**src/rtl/dma_ctrl.sv**
```systemverilog
// UART <-> shared-RAM DMA controller: RX bytes go into a RAM command buffer, CPU send commands push two RAM bytes to the UART TX.
// Optional feature macro: DMA_GRANT_TIMEOUT_EN (bounded wait for DMA_Ack with sticky Grant_err).
module dma_ctrl #(
    parameter logic [7:0]  RX_BUF_BASE   = 8'h00,
    parameter int unsigned RX_BUF_LEN    = 3,
    parameter logic [7:0]  NEW_INST_ADDR = 8'h03,
    parameter logic [7:0]  TX_MSB_ADDR   = 8'h04,
    parameter logic [7:0]  TX_LSB_ADDR   = 8'h05,
    parameter int unsigned GRANT_TIMEOUT = 255
) (
    input  logic       Clk,
    input  logic       Rst_n,
    input  logic       Send_comm,
    output logic       DMA_RQ,
    input  logic       DMA_Ack,
    output logic       READY,
    output logic [7:0] Address,
    output logic [7:0] Data_out,
    input  logic [7:0] Data_in,
    output logic       Write_en,
    output logic       OE,
    input  logic [7:0] RX_Data,
    input  logic       RX_Empty,
    output logic       Data_Read,
    output logic [7:0] TX_Data,
    output logic       TX_Valid,
    input  logic       TX_Ready,
    output logic       Grant_err
);

    if (RX_BUF_LEN < 1 || RX_BUF_LEN > 8 || GRANT_TIMEOUT < 1 || GRANT_TIMEOUT > 65535) begin : g_param_check
        $error("dma_ctrl: parameter out of range");
    end

    localparam logic [3:0] RX_LEN4 = 4'(RX_BUF_LEN);

    typedef enum logic [3:0] {
        IDLE, RX_REQ, RX_WR, RX_FLAG, RELEASE,
        TX_REQ, RD_MSB, LAT_MSB, RD_LSB, LAT_LSB, RELEASE_TX,
        SEND_MSB, WAIT_MSB, SEND_LSB, WAIT_LSB
    } state_t;

    state_t     state;
    logic       send_pending;
    logic [2:0] idx;
    logic [7:0] tx_msb;
    logic [7:0] tx_lsb;
    logic       tx_seen_busy;

`ifdef DMA_GRANT_TIMEOUT_EN
    localparam logic [15:0] TO_LAST = 16'(GRANT_TIMEOUT - 1);
    logic [15:0] grant_cnt;
`else
    assign Grant_err = 1'b0;
`endif

    assign READY = (state == IDLE) && !send_pending;

    // Outputs are registered on entry to the state that owns them, so each strobe is visible for exactly that state's cycle.
    always_ff @(posedge Clk or negedge Rst_n) begin
        if (!Rst_n) begin
            state        <= IDLE;
            send_pending <= 1'b0;
            idx          <= '0;
            tx_msb       <= '0;
            tx_lsb       <= '0;
            tx_seen_busy <= 1'b0;
            DMA_RQ       <= 1'b0;
            Address      <= '0;
            Data_out     <= '0;
            Write_en     <= 1'b0;
            OE           <= 1'b0;
            Data_Read    <= 1'b0;
            TX_Data      <= '0;
            TX_Valid     <= 1'b0;
`ifdef DMA_GRANT_TIMEOUT_EN
            grant_cnt    <= '0;
            Grant_err    <= 1'b0;
`endif
        end else begin
            Address   <= '0;
            Data_out  <= '0;
            Write_en  <= 1'b0;
            OE        <= 1'b0;
            Data_Read <= 1'b0;
            TX_Valid  <= 1'b0;

            case (state)
                IDLE: begin
`ifdef DMA_GRANT_TIMEOUT_EN
                    grant_cnt <= '0;
`endif
                    if (send_pending) begin
                        state        <= TX_REQ;
                        DMA_RQ       <= 1'b1;
                        send_pending <= 1'b0;
                    end else if (!RX_Empty) begin
                        state  <= RX_REQ;
                        DMA_RQ <= 1'b1;
                    end
                end
                RX_REQ: begin
                    if (DMA_Ack) begin
                        state     <= RX_WR;
                        Address   <= RX_BUF_BASE + {5'd0, idx};
                        Data_out  <= RX_Data;
                        Write_en  <= 1'b1;
                        Data_Read <= 1'b1;
                    end
`ifdef DMA_GRANT_TIMEOUT_EN
                    else if (grant_cnt == TO_LAST) begin
                        Grant_err <= 1'b1;
                        DMA_RQ    <= 1'b0;
                        state     <= IDLE;
                    end else begin
                        grant_cnt <= grant_cnt + 16'd1;
                    end
`endif
                end
                RX_WR: begin
                    if (({1'b0, idx} + 4'd1) == RX_LEN4) begin
                        idx      <= '0;
                        state    <= RX_FLAG;
                        Address  <= NEW_INST_ADDR;
                        Data_out <= 8'hFF;
                        Write_en <= 1'b1;
                    end else begin
                        idx    <= idx + 3'd1;
                        state  <= RELEASE;
                        DMA_RQ <= 1'b0;
                    end
                end
                RX_FLAG: begin
                    state  <= RELEASE;
                    DMA_RQ <= 1'b0;
                end
                RELEASE: begin
                    // Waiting out the old grant keeps a stale DMA_Ack from satisfying the next request.
                    if (!DMA_Ack)
                        state <= IDLE;
                end
                TX_REQ: begin
                    if (DMA_Ack) begin
                        state   <= RD_MSB;
                        Address <= TX_MSB_ADDR;
                        OE      <= 1'b1;
                    end
`ifdef DMA_GRANT_TIMEOUT_EN
                    else if (grant_cnt == TO_LAST) begin
                        Grant_err    <= 1'b1;
                        DMA_RQ       <= 1'b0;
                        send_pending <= 1'b1;
                        state        <= IDLE;
                    end else begin
                        grant_cnt <= grant_cnt + 16'd1;
                    end
`endif
                end
                RD_MSB: state <= LAT_MSB;
                LAT_MSB: begin
                    tx_msb  <= Data_in;
                    state   <= RD_LSB;
                    Address <= TX_LSB_ADDR;
                    OE      <= 1'b1;
                end
                RD_LSB: state <= LAT_LSB;
                LAT_LSB: begin
                    tx_lsb <= Data_in;
                    state  <= RELEASE_TX;
                    DMA_RQ <= 1'b0;
                end
                RELEASE_TX: state <= SEND_MSB;
                SEND_MSB: begin
                    if (TX_Ready) begin
                        TX_Data      <= tx_msb;
                        TX_Valid     <= 1'b1;
                        tx_seen_busy <= 1'b0;
                        state        <= WAIT_MSB;
                    end
                end
                WAIT_MSB: begin
                    if (!TX_Ready)
                        tx_seen_busy <= 1'b1;
                    else if (tx_seen_busy)
                        state <= SEND_LSB;
                end
                SEND_LSB: begin
                    if (TX_Ready) begin
                        TX_Data      <= tx_lsb;
                        TX_Valid     <= 1'b1;
                        tx_seen_busy <= 1'b0;
                        state        <= WAIT_LSB;
                    end
                end
                WAIT_LSB: begin
                    if (!TX_Ready)
                        tx_seen_busy <= 1'b1;
                    else if (tx_seen_busy)
                        state <= IDLE;
                end
                default: state <= IDLE;
            endcase

            // A new pulse wins over the clear on TX_REQ entry so a request arriving then is not dropped.
            if (Send_comm)
                send_pending <= 1'b1;
        end
    end

endmodule

```
**config.mk**
```make
export PLATFORM = sky130hd
export DESIGN_NAME = dma_ctrl
export DESIGN_NICKNAME = d
export VERILOG_FILES = /design/src/rtl/dma_ctrl.sv
export SDC_FILE = /design/constraint.sdc
export NUM_CORES = 1
export LEC_CHECK = 0
export CAP_MARGIN = 20
export CORE_UTILIZATION = 30
export CTS_CLUSTER_SIZE = 16
export DETAILED_ROUTE_END_ITERATION = 10
export GPL_TIMING_DRIVEN = 0
export PLACE_DENSITY_LB_ADDON = 0.3
export SYNTH_ARGS = -nofsm -noshare
export SYNTH_HDL_FRONTEND = slang
export SYNTH_SLANG_ARGS = --single-unit
export TNS_END_PERCENT = 10
```
**constraint.sdc**
```tcl
create_clock -name Clk -period 1.81 [get_ports Clk]
set_input_delay 0.4525 -clock Clk [delete_from_list [all_inputs] [get_ports Clk]]
set_output_delay 0.4525 -clock Clk [all_outputs]
set_load 0.01 [all_outputs]
```
==> results.sh <==
export IMPL_status="complete, but fails checks"
export IMPL_violations="setup timing"
export IMPL_fin_ws_ns=-0.163
export IMPL_grt_busiest_layer="met2"
export IMPL_core_mm2=0.00721
export IMPL_cp_startpoint="state[0]"
export IMPL_place_congestion=0.834
export IMPL_synth_cell_types=48
export IMPL_drc_errors=0
export IMPL_cts_tree="built"
export IMPL_critPathKind="reg2out"
export IMPL_netlist_area_mm2=0.00224
export IMPL_first_pass_iters=4
export IMPL_yosys_most_used_dff="dfrtp_1"
export IMPL_path_clk_slew_ns=0.09
export IMPL_hold_viol=0
export IMPL_cts_inserted_buffers=5
export IMPL_ios=53
export IMPL_final_util_pct=41.8
export IMPL_drt_initial_drc_count=97
export IMPL_crit_end="READY"
export IMPL_p_leak_nw=1.42
export IMPL_grt_setup_unrepaired="yes"
export IMPL_dpl_cell_area_mm2=0.00286
export IMPL_route_vias_total=1663
export IMPL_dp_hpwl_mm=3.33
export IMPL_grt_overflow_total=0
export IMPL_track_usage_pct=14.0
export IMPL_drv_cap=0
export IMPL_postSynthAreaPerCell_um2=11.5
export IMPL_r2r_end="DMA_RQ"
export IMPL_clock_fmax_mhz=507
export IMPL_fp_dieH_um=88.4
export IMPL_rr_worst_depth=6
export IMPL_area_delta_synth_final_pct=34.7
export IMPL_total_power_mw=4.50
export IMPL_use_met1_pct=17.9
export IMPL_grt_max_degree=26
export IMPL_grt_pass1_vias=1669
export IMPL_slew_violations=0
export IMPL_clockBufferDepth=2
export IMPL_mostFrequentLayoutCells="49 x dfrtp_1, 44 x clkdlybuf4s50_1, 20 x nor2_1, 12 x mux2_1"
export IMPL_fin_skew_ns=0.00622
export IMPL_synthCells=194
export IMPL_num_rows=31
export IMPL_ys_async_sr_fraction_pct=100
export IMPL_cts_root_buf="clkbuf_8"
export IMPL_seq_area_frac_synth_pct=54.8
export IMPL_yosys_warnings=0
export IMPL_end_kind="primary output"
export IMPL_max_vdd_ir_drop_mv=0.459
export IMPL_rr_startpoint="state[0]"
export IMPL_worstPathArrival_ns=1.52
export IMPL_clock_sinks=49
export IMPL_grt_pass1_wl_mm=8.09
export IMPL_fin_nets=280
export IMPL_diodes=0
export IMPL_mostFrequentLayoutCell="dfrtp_1"
export IMPL_path_max_fanout=7
export IMPL_final_antenna_net_count=0
export IMPL_power_density_mw_per_mm2=1490
export IMPL_start_util_pct=31.0
export IMPL_wl_per_cell_um=13.2
export IMPL_slew_headroom_pct=61.0
export IMPL_met3_usage_pct=3.73
export IMPL_die_area_mm2=0.00781
export IMPL_final_min_clock_period_ns=1.97
export IMPL_required_ns=1.36
export IMPL_viasPerCell=4.67
export IMPL_final_layout_size_suffix_gt1_share_pct=18.3
export IMPL_worstMarginPinSlew_ns=0.585
export IMPL_htree_levels=2
export IMPL_synth_edf_count=0
export IMPL_fill_cells=712
export IMPL_grt_util_met2_pct=22.2
export IMPL_clk_latency_ns=0.30
export IMPL_fin_crit_sh_pct=109
export IMPL_yosys_register_bits=49
export IMPL_wirelength_mm=4.72
export IMPL_setup_viol=5
export IMPL_stdcell_area_mm2=0.00301
export IMPL_die_w_um=88.4
export IMPL_whs_ns=0.139
export IMPL_port_buffers=46
export IMPL_r2r_slack_ns=-0.08
export IMPL_min_path_type="in2async"
export IMPL_startpoint_type="register"
export IMPL_antenna_found_initial=0
export IMPL_final_setup_tns_ns=-0.333
[power by group]
part | leakage (nW) | total (mW) | internal [mW] | switching (mW)
Combinational | 0.765 | 2.02 | 1.03 | 0.983
Sequential | 0.609 | 1.80 | 1.53 | 0.270
Clock | 0.0512 | 0.678 | 0.310 | 0.368
[cell families after synthesis]
group	share of synthesized area, %
multiplexers	12.3
AND/OR/NAND/NOR	12.6
AO/OA/AOI/OAI	13.0
adder cells (fa/ha/maj)	1.12
flip-flops	54.8
XOR/XNOR	1.17
other	0.168
buffers and inverters	4.92
[how the worst min path moves through the flow]
stage                     startpoint  depth (start not counted)  slack [ns]          to
after floorplan                Rst_n                          0        0.16  Address[0]
after global placement     tx_lsb[2]                          1        0.47   tx_lsb[2]
after detailed placement   tx_lsb[5]                          1        0.48   tx_lsb[5]
after CTS                      Rst_n                          1        0.15   tx_lsb[6]
after global routing           Rst_n                          1        0.17   tx_lsb[6]
final                          Rst_n                          1        0.14   tx_lsb[6]
[critical path, cell delays in order (launching register included)]
cell     delay [ns]
dfrtp_1        0.44
or4_4          0.52
nor2_1         0.12
buf_2          0.14
[metal layers]
layer / vias to the layer above / part of all wire, %
li1: 795 / -
met1: 824 / 44
met2: 37 / 48
met3: 7 / 5.5
met4: 0 / 2.0
met5: - / 0
[Yosys cell counts, types with 4 or more instances]
cell type / count / share of area, %
mux2i_1: 8 / 3.6
nand3_1: 4 / 0.89
buf_4: 6 / 2.0
a21oi_1: 11 / 2.5
a21o_1: 11 / 3.7
mux2_1: 12 / 6.0
nand2_1: 8 / 1.3
nor2_1: 21 / 3.5
buf_2: 4 / 0.89
mux2_2: 4 / 2.0
dfrtp_1: 49 / 55
[area by class of cell]
class                           instances  area (µm²)  area share (%)
Tap cell                               99         124            4.11
Buffer                                 13        81.3            2.70
Clock buffer                            6        82.6            2.74
Multi-Input combinational cell        130         951            31.5
Clock inverter                          2        13.8           0.457
Inverter                                6        22.5           0.747
Sequential cell                        49        1230            40.7
Timing Repair Buffer                   51         513            17.0
[sequential cells by signal (all words and copies together) (netlist names)]
register      cells
Data_out          8
TX_Data           8
tx_lsb            8
tx_msb            8
state             4
Address           3
idx               3
DMA_RQ            1
Data_Read         1
OE                1
TX_Valid          1
Write_en          1
send_pending      1
tx_seen_busy      1
[through the flow]
stage | instances | setup slack [ns]
3_5_place_dp | 345 | -0.400
3_3_place_gp | 344 | -1.19
2_1_floorplan | 199 | -0.0261
6_report | 356 | -0.163
5_1_grt | 356 | -0.235
4_1_cts | 354 | -0.230
[timing repair]
| item | in CTS | in global routing |
|---|---|---|
| gates resized for setup | 12 | 1 |
| endpoints found under the setup margin | 39 | 33 |
| setup buffers | 1 | 3 |
| hold buffers | 0 | 0 |
| pin swaps | 3 | 3 |
No activity file was read; power rests on OpenSTA's default activity.
